$ cat config.mk
export PLATFORM = sky130hd
export DESIGN_NAME = icache_refill
export DESIGN_NICKNAME = d
export VERILOG_FILES = /design/src/rtl/icache_refill.sv
export SDC_FILE = /design/constraint.sdc
export NUM_CORES = 1
export LEC_CHECK = 0
export CAP_MARGIN = 10
export CORE_MARGIN = 5
export CORE_UTILIZATION = 40
export CTS_CLUSTER_DIAMETER = 50
export DETAILED_ROUTE_END_ITERATION = 8
export GPL_ROUTABILITY_DRIVEN = 0
export HOLD_SLACK_MARGIN = 0.06
export PLACE_DENSITY = 0.81
export REMOVE_ABC_BUFFERS = 1
export SYNTH_ARGS = -nofsm -noshare
export SYNTH_HDL_FRONTEND = slang
export SYNTH_SLANG_ARGS = --single-unit
$ cat constraint.sdc
create_clock -name clock -period 2 [get_ports clock]
set_input_delay 0.4 -clock clock [delete_from_list [all_inputs] [get_ports clock]]
set_output_delay 0.4 -clock clock [all_outputs]
set_load 0.02 [all_outputs]
$ cat src/rtl/icache_refill.sv
// Fetch-side refill controller for a 16-line direct-mapped instruction cache.
// Define ICACHE_REFILL_PERF_EN to add saturating hit/miss/timeout counters.
module icache_refill #(
    parameter int unsigned TIMEOUT_CYCLES = 255,
    parameter bit          CACHE_EN       = 1'b1
) (
    input  logic        clock,
    input  logic        reset_n,
    input  logic        req_valid,
    output logic        req_ready,
    input  logic [29:0] req_addr,
    output logic        rsp_valid,
    input  logic        rsp_ready,
    output logic [31:0] rsp_data,
    output logic        rsp_err,
    output logic [29:0] ic_addr,
    output logic        ic_wen,
    output logic [31:0] ic_wdata,
    input  logic        ic_is_hit,
    input  logic [31:0] ic_rdata,
    output logic        mem_req_valid,
    input  logic        mem_req_ready,
    output logic [31:0] mem_addr,
    input  logic        mem_rsp_valid,
    input  logic [31:0] mem_rdata
`ifdef ICACHE_REFILL_PERF_EN
    ,
    output logic [31:0] perf_hits,
    output logic [31:0] perf_misses,
    output logic [15:0] perf_timeouts
`endif
);

    typedef enum logic [2:0] {
        StIdle,
        StLookup,
        StMemReq,
        StMemWait,
        StFill,
        StResp
    } state_e;

    localparam logic [15:0] TmoLast = 16'(TIMEOUT_CYCLES - 32'd1);

    state_e      state_q;
    logic [29:0] addr_q;
    logic [31:0] data_q;
    logic [15:0] tmo_cnt_q;
    logic        rsp_valid_q;
    logic        rsp_err_q;
    logic        mem_req_valid_q;
    logic        ic_wen_q;

    logic lookup_hit;
    logic tmo_expire;

    assign lookup_hit = ic_is_hit & CACHE_EN;
    // A response in the final wait cycle takes priority over the timeout.
    assign tmo_expire = (state_q == StMemWait) & ~mem_rsp_valid & (tmo_cnt_q == TmoLast);

    always_ff @(posedge clock) begin
        if (!reset_n) begin
            state_q         <= StIdle;
            addr_q          <= '0;
            data_q          <= '0;
            tmo_cnt_q       <= '0;
            rsp_valid_q     <= 1'b0;
            rsp_err_q       <= 1'b0;
            mem_req_valid_q <= 1'b0;
            ic_wen_q        <= 1'b0;
        end else begin
            unique case (state_q)
                StIdle: begin
                    if (req_valid) begin
                        addr_q  <= req_addr;
                        state_q <= StLookup;
                    end
                end
                StLookup: begin
                    if (lookup_hit) begin
                        data_q      <= ic_rdata;
                        rsp_err_q   <= 1'b0;
                        rsp_valid_q <= 1'b1;
                        state_q     <= StResp;
                    end else begin
                        mem_req_valid_q <= 1'b1;
                        state_q         <= StMemReq;
                    end
                end
                StMemReq: begin
                    if (mem_req_ready) begin
                        mem_req_valid_q <= 1'b0;
                        tmo_cnt_q       <= '0;
                        state_q         <= StMemWait;
                    end
                end
                StMemWait: begin
                    if (mem_rsp_valid) begin
                        data_q   <= mem_rdata;
                        ic_wen_q <= CACHE_EN;
                        state_q  <= StFill;
                    end else if (tmo_expire) begin
                        data_q      <= '0;
                        rsp_err_q   <= 1'b1;
                        rsp_valid_q <= 1'b1;
                        state_q     <= StResp;
                    end else begin
                        tmo_cnt_q <= tmo_cnt_q + 16'd1;
                    end
                end
                StFill: begin
                    ic_wen_q    <= 1'b0;
                    rsp_err_q   <= 1'b0;
                    rsp_valid_q <= 1'b1;
                    state_q     <= StResp;
                end
                StResp: begin
                    if (rsp_ready) begin
                        rsp_valid_q <= 1'b0;
                        state_q     <= StIdle;
                    end
                end
                default: begin
                    state_q <= StIdle;
                end
            endcase
        end
    end

    assign req_ready     = (state_q == StIdle);
    assign rsp_valid     = rsp_valid_q;
    assign rsp_data      = data_q;
    assign rsp_err       = rsp_err_q;
    assign ic_addr       = addr_q;
    assign ic_wen        = ic_wen_q;
    assign ic_wdata      = data_q;
    assign mem_req_valid = mem_req_valid_q;
    assign mem_addr      = {addr_q, 2'b00};

`ifdef ICACHE_REFILL_PERF_EN
    logic [31:0] perf_hits_q;
    logic [31:0] perf_misses_q;
    logic [15:0] perf_timeouts_q;

    always_ff @(posedge clock) begin
        if (!reset_n) begin
            perf_hits_q     <= '0;
            perf_misses_q   <= '0;
            perf_timeouts_q <= '0;
        end else begin
            if (state_q == StLookup) begin
                if (lookup_hit && perf_hits_q != '1) begin
                    perf_hits_q <= perf_hits_q + 32'd1;
                end
                if (!lookup_hit && perf_misses_q != '1) begin
                    perf_misses_q <= perf_misses_q + 32'd1;
                end
            end
            if (tmo_expire && perf_timeouts_q != '1) begin
                perf_timeouts_q <= perf_timeouts_q + 16'd1;
            end
        end
    end

    assign perf_hits     = perf_hits_q;
    assign perf_misses   = perf_misses_q;
    assign perf_timeouts = perf_timeouts_q;
`endif

endmodule
==> key figures, run 1 <==
Logic synthesis
  – Yosys cell types: 55
  – Post-synthesis sequential area ratio: ~38%
  – Post-synth top area cell: dfxtp_1
  – Main flop type after synthesis: dfxtp_1
  – Cell count after synthesis: around 530
  – EDFF count, synth: 0
  – Top cells by area, synth: dfxtp_1, buf_4, nand2_1, o211a_1, nand3_1
  – Yosys reg bits: 85
  – Post-Syn Area: 4482 µm²
  – Post-synth ARST share: 0%
  – Synth warn: 0
  – Top cell type's share of synthesized area: between 30% and 40%
  – Mean Syn Cell Area: 8.409 µm²

Floorplanning
  – Std cell rows: 38
  – DIE AREA: ~13000 µm²
  – Core ar.: approximately 11000 µm²
  – Io pins: approximately 230
  – Chip Width: about 120 µm
  – Height of the chip: ~120 µm
  – Initial core utilization: 41.16%

CTS
  – Sink Count: 85
  – CTS Buffer Depth: 2
  – CTS tree: done
  – Clk pin slew, worst setup/hold paths: around 0.10 ns
  – Total number of H-tree levels: 3
  – Total CTS buffers: 9
  – Root buffer cell: clkbuf_8
  – Clock Latency Late Sink: 0.35 ns

Detailed routing
  – Initial DRC count: slightly below 300
  – DRC: 0
  – Router iterations before antenna repair: 5
  – Post-Route WL: 14130 µm
  – Drt via density: 5.156
  – DR vias: 4357
  – Post-DR wirelength/cell: about 17 µm
  – Antenna-violating nets left: 0

Critical path
  – Req. time, crit path: ~2.3 ns
  – Worst Path Class, Setup: flip-flop to flip-flop
  – FF-to-FF path depth: 8
  – Crit-path max cell delay: 0.34 ns
  – Reg2Reg Setup Slack: ~0.1 ns
  – FF-to-FF Start: tmo_cnt_q[0]$_SDFFE_PN0P_
  – R2R Path End: ic_wdata[21]$_SDFFE_PN0P_
  – Crit path max-delay cell type: dfxtp_2
  – Worst path top cell family by delay: simple AND/OR/NAND/NOR gates
  – Crit path arrival time: 2.15 ns
  – Startpoint type of the worst setup path: flip-flop
  – CP cell instances: inv_1 -> ha_2 -> nor4b_4 -> nand4_4 -> a21oi_4 -> buf_12 -> nand3_1 -> o211a_1
  – Crit end category: flip-flop
  – CP max FO: 33
  – WP buf/inv: 2

Global route
  – Grt met1 use: 23.65%
  – Met3 usage: 4.595%
  – M2 GR Usage: about a third
  – Global-route wire length before repair: between 20000 and 25000 µm
  – Global route overflow: 0
  – Gr busiest metal: met2
  – Initial antenna violation count: 0
  – Pin count of the biggest net entering global routing: 66
  – GR Util All Layers: between 10% and 20%
  – Vias in the first global route: 4221

Finish
  – Fraction of layout cells with a size suffix above 1: between 9 and 10%
  – Filler cells: roughly 900
  – Antenna cells: 0
  – Nets: around 800
  – Register Area: 1704 µm²
  – Area Growth Syn to Fin: 50.59%
  – Final Core Density: between 60% and 70%
  – Area of the multi-input gates: 2117 µm²

Timing
  – Post-layout min period: about 1.9 ns
  – Final hold slack: 0.4397 ns
  – Slew headroom: just under 70%
  – Final Hold Viols: 0
  – Final setup fails: 0
  – Final Cycle Share: 94.99%
  – FMAX: 0.5264 GHz
  – Fin. max-slew vios: 0
  – Clock Skew: approximately 0.016 ns
  – Worst Max-Slew Pin Slew: about 0.47 ns
  – Setup TNS: 0 ns

Power
  – Power density cells: roughly 1100 nW/µm²
  – Power, Total: ~7.6 mW
  – Worst vdd ir: approximately 0.00066 V
  – Pleak: 2.745 nW

Min path
  – Hold wc startpoint: reset_n
  – Hold endpoint: state_q[2]$_SDFFE_PN0P_
  – Worst hold path cell count: 2
  – Worst min path class: input port to flip-flop

Placement
  – PortBufs: about 230
  – DP Wirelength: roughly 10000 µm

Flow run
  – MaxCap Viol Count: 0

Outcome
  – Outcome: completed
## layout by cell type, fill, tap and decap left out, drive strengths merged, types with 2 or more instances in the layout
master	n
clkdlybuf4s50	227
nand2	100
dfxtp	85
nand3	71
a21boi	32
o211a	32
buf	27
o21ai	16
a21oi	14
clkbuf	11
nor2	10
or3	9
nor2b	8
inv	6
nor3	5
o21a	4
nand4	4
o211ai	3
and2	2
a31oi	2
o2111ai	2
nand3b	2
xnor2	2
or4	2
conb	2
clkinvlp	2
nand2b	2
and4	2
ha	2
## how the worst max path moves through the flow
| stage | start | end | slack (ns) | cells past startpoint |
|---|---|---|---|---|
| 3_5_place_dp | mem_rsp_valid | tmo_cnt_q[15]$_SDFFE_PN0P_ | -0.16 | 6 |
| 4_1_cts | tmo_cnt_q[0]$_SDFFE_PN0P_ | ic_wdata[24]$_SDFFE_PN0P_ | 0.01 | 8 |
| 3_3_place_gp | mem_rsp_valid | tmo_cnt_q[8]$_SDFFE_PN0P_ | -0.13 | 6 |
| 5_1_grt | tmo_cnt_q[0]$_SDFFE_PN0P_ | ic_wdata[31]$_SDFFE_PN0P_ | -0.02 | 8 |
| 6_report | tmo_cnt_q[0]$_SDFFE_PN0P_ | ic_wdata[21]$_SDFFE_PN0P_ | 0.10 | 8 |
| 2_1_floorplan | tmo_cnt_q[0]$_SDFFE_PN0P_ | ic_wdata[0]$_SDFFE_PN0P_ | -0.97 | 7 |
## where the power goes
group	total, mW	switching (mW)	internal, mW
Clock	1.23	0.641	0.589
Sequential	2.39	0.325	2.07
Combinational	3.98	2.08	1.90
## worst reg2reg max path, delay by kind of cell, from the launching register on
| kind | cells | cell delay, ns |
|---|---|---|
| compound gates | 2 | 0.38 |
| simple gates | 3 | 0.61 |
| flops | 1 | 0.34 |
| buf+inv | 2 | 0.29 |
| fa+ha+maj | 1 | 0.19 |
## state kept, by name, summed over array words and instances, names as in the netlist
| signal | flops |
|---|---|
| ic_addr | 30 |
| ic_wdata | 32 |
| ic_wen | 1 |
| mem_req_valid | 1 |
| rsp_err | 1 |
| rsp_valid | 1 |
| state_q | 3 |
| tmo_cnt_q | 16 |
## Yosys cell counts, types with 2 or more instances
cell type    n
nand2_1    100
dfxtp_1     85
buf_4       68
nand3_1     61
a21boi_0    32
o211a_1     32
clkbuf_1    24
a21oi_1     13
o21ai_0     13
nand3_2     10
nor2_1      10
or3_1        9
nor2b_1      7
buf_2        5
nor3_1       5
inv_1        4
buf_6        3
nand4_1      3
o211ai_1     3
o21a_1       3
a31oi_1      2
and2_1       2
ha_1         2
nand3b_1     2
o2111ai_2    2
o21ai_1      2
or4_1        2
xnor2_1      2
## area by class of cell
type,count,area share [%]
inverter,4,0.2225
clock buffer,10,1.891
clock inverter,6,1.057
timing repair buffer,256,37.62
sequential,85,25.25
tap,140,2.595
multi-input combinational,344,31.37
## stage by stage
step / area [µm²] / setup slack (ns) / instances
3_3_place_gp: 6479 / -0.1252 / 825
2_1_floorplan: 3811 / -0.9742 / 433
6_report: 6749 / 0.1002 / 845
3_5_place_dp: 6479 / -0.1570 / 825
4_1_cts: 6676 / 0.009521 / 841
5_1_grt: 6749 / -0.01789 / 845
## timing repair
| item | 4_1_cts | 5_1_grt |
|---|---|---|
| pin swaps | 0 | 2 |
| endpoints found under the hold margin | 0 | 0 |
| buffers inserted | 0 | 2 |
| cloned | 0 | 2 |
| endpoints found under the setup margin | 1 | 34 |
| gates resized for setup | 1 | 7 |
| hold buffers | 0 | 0 |
## per-layer routing
layer,share of wire [%],vias up
li1,-,2119
met1,41,2037
met2,50,188
met3,8.0,13
met4,1.1,0
met5,0,-
## logic make-up after synthesis
logic type	share of synthesized area, %
flip-flops	37.97
other	0.08367
AO/OA/AOI/OAI	19.93
buffers and inverters	15.38
XOR/XNOR	0.5864
multiplexers	0.2233
adder cells (fa/ha/maj)	0.5583
AND/OR/NAND/NOR	25.27
No activity file was read; power rests on OpenSTA's default activity.
==> run 2, diff against run 1 <==
ABC_CLOCK_PERIOD_IN_PS = 2000   (was default)
CORE_UTILIZATION = 41   (was 40)
CTS_BUF_LIST = sky130_fd_sc_hd__clkbuf_4 sky130_fd_sc_hd__clkbuf_8   (was default)
PLACE_DENSITY = 0.83   (was 0.81)
==> run 2 against run 1 <==
Against the previous run: critical path type unchanged; critical path depth unchanged; sequential power about the same; first-iteration DRC count down 4.4%; final area about the same; core utilization up 0.49 points; hold slack better by 0.039 ns; via count up 0.96%; clock skew down 0.0028 ns; largest power group unchanged; total power up 0.17%; non-clock buffer count down 2; wire length down 5.2%; register-to-register slack about the same.
==> key figures, run 2 (synthesized netlist as in run 1, its figures left out) <==
Detailed routing
  – Top sig layer: met4
  – Router iterations before antenna repair: 4 (-1)
  – DRC: 0 (unchanged)
  – DR vias: 4399 (+0.96%)
  – Drt via density: 5.218 (+1.2%)
  – Post-Route WL: 13400 µm (-5.2%)
  – Initial DRC count: 284 (-4.4%)
  – DRT met1 WL: 5436 µm (-5.6%)
  – Met2 WL post-DR: 6326 µm (-11%)
  – Met3 wire len: 1264 µm (+12%)
  – Post-DR wirelength/cell: 15.90 µm (-5.0%)
  – Antenna-violating nets left: 0 (unchanged)

Placement
  – Placed Instances: 823 (-0.24%)
  – DP Wirelength: 9980 µm (-4.1%)
  – PortBufs: 229 (unchanged)

Floorplanning
  – Core ar.: 10790 µm² (-0.87%)
  – Height of the chip: 114.6 µm (-1.1%)
  – Initial core utilization: 41.53% (+0.36 points)
  – Std cell rows: 38 (unchanged)
  – Chip Width: 114.6 µm (-1.1%)
  – DIE AREA: 13120 µm² (-2.2%)
  – Io pins: 232 (unchanged)

Timing
  – Post-layout min period: 1.897 ns (-0.002610 ns)
  – Clock Skew: 0.01331 ns (-0.002759 ns)
  – Fin. max-slew vios: 0 (unchanged)
  – Final Hold Viols: 0 (unchanged)
  – Final hold slack: 0.4789 ns (+0.03919 ns)
  – Final setup fails: 0 (unchanged)
  – Final Cycle Share: 94.86% (-0.13 points)
  – FMAX: 0.5271 GHz (+0.14%)

CTS
  – CTS Buffer Depth: 2 (unchanged)
  – Clk pin slew, worst setup/hold paths: 0.07 ns (-0.03 ns)
  – Sink Count: 85 (unchanged)
  – Hold bufs inserted after CTS: 0 (unchanged)
  – Root buffer cell: clkbuf_8
  – Total number of H-tree levels: 3 (unchanged)
  – Total CTS buffers: 9 (unchanged)
  – CTS tree: done
  – Clock Latency Late Sink: 0.34 ns (about the same)

Critical path
  – Startpoint type of the worst setup path: flip-flop
  – Worst Path Class, Setup: flip-flop to flip-flop
  – CP max FO: 32 (-3.0%)
  – Req. time, crit path: 2.28 ns (+0.03 ns)
  – Crit end category: flip-flop
  – Crit path arrival time: 2.17 ns (+0.02 ns)

Outcome
  – Outcome: completed

Finish
  – Nets: 801 (-0.25%)
  – Commonest cells after routing, fill and taps aside: clkdlybuf4s50_1, nand2_1, dfxtp_1
  – Most common cell after layout, fill and taps aside: clkdlybuf4s50_1
  – Area Growth Syn to Fin: 50.45% (about the same)
  – Non-filler cells, final: 843 (-0.24%)
  – Fraction of layout cells with a size suffix above 1: 9.246% (-0.68 points)
  – Antenna cells: 0 (unchanged)
  – Max reg flops: 32 (unchanged)

Flow run
  – MaxCap Viol Count: 0 (unchanged)

Global route
  – Initial antenna violation count: 0 (unchanged)
  – Global route overflow: 0 (unchanged)
  – Pin count of the biggest net entering global routing: 66 (unchanged)
  – Vias in the first global route: 4400 (+4.2%)
  – Global-route wire length before repair: 20800 µm (-1.0%)
  – GR Util All Layers: 19.46% (+0.088 points)

Power
  – Pleak: 2.749 nW (+0.14%)
  – Worst vdd ir: 0.0005849 V (-11%)
  – Power density cells: 1129 nW/µm² (+0.26%)

Min path
  – Worst min path class: flip-flop to flip-flop
## run 2: routing by layer
| metal | vias up | track usage (%) |
|---|---|---|
| met5 | - | 0 |
| met4 | 0 | 9.580 |
| met3 | 25 | 5.550 |
| met2 | 220 | 32.09 |
| met1 | 2043 | 23.11 |
| li1 | 2111 | - |
## run 2: critical path, cell delays in order (launching register included)
cell,delay (ns)
dfxtp_1,0.34
inv_1,0.09
ha_2,0.19
nor4b_4,0.24
nand4_4,0.22
a21oi_4,0.24
buf_4,0.15
clkbuf_16,0.21
o211a_1,0.15
## run 2: final cells by class
class | instances | area [µm²]
clock inverter | 5 | 75.07
sequential | 85 | 1702
timing repair buffer | 254 | 2516
inverter | 4 | 15.01
clock buffer | 11 | 138.9
tap | 140 | 175.2
multi-input combinational | 344 | 2121
fill | 887 | 4050
## run 2: power by group
group          leakage, nW  total [mW]  internal [mW]  switching [mW]
sequential           0.694        2.39           2.07           0.326
clock                0.114        1.31          0.726           0.581
combinational         1.94        3.91           1.87            2.04
total                 2.75        7.61           4.66            2.95
## run 2: path summary, 6_finish.rpt
check,from,endpoint,slack [ns],cells after the start
worst min-delay path,ic_addr[25]$_SDFFE_PN0P_,ic_addr[25]$_SDFFE_PN0P_,0.48,2
worst min register to register,ic_addr[25]$_SDFFE_PN0P_,ic_addr[25]$_SDFFE_PN0P_,0.48,2
worst max-delay path,tmo_cnt_q[0]$_SDFFE_PN0P_,ic_wdata[26]$_SDFFE_PN0P_,0.10,8
worst max register to register,tmo_cnt_q[0]$_SDFFE_PN0P_,ic_wdata[26]$_SDFFE_PN0P_,0.10,8
## run 2: what timing repair did
| item | in CTS | in global routing |
|---|---|---|
| gates resized for setup | 1 | 3 |
| pin swaps | 0 | 2 |
| buffers inserted | 0 | 3 |
| cloned | 0 | 1 |
| setup endpoints to repair | 1 | 35 |
## run 2: per-stage QoR
step                worst slack, ns  power [mW]  utilization (%)  setup TNS, ns  instance area, µm²
floorplan                   -0.9742       4.222                -         -34.43                3811
detailed placement          -0.1566       6.291            59.89         -2.034                6464
global route               -0.02363       8.040            62.47        -0.1486                6743
global placement           -0.06470       6.215            59.89        -0.1884                6464
CTS                         0.04528       7.632            61.86              0                6676
finish                       0.1028       7.611            62.47              0                6743
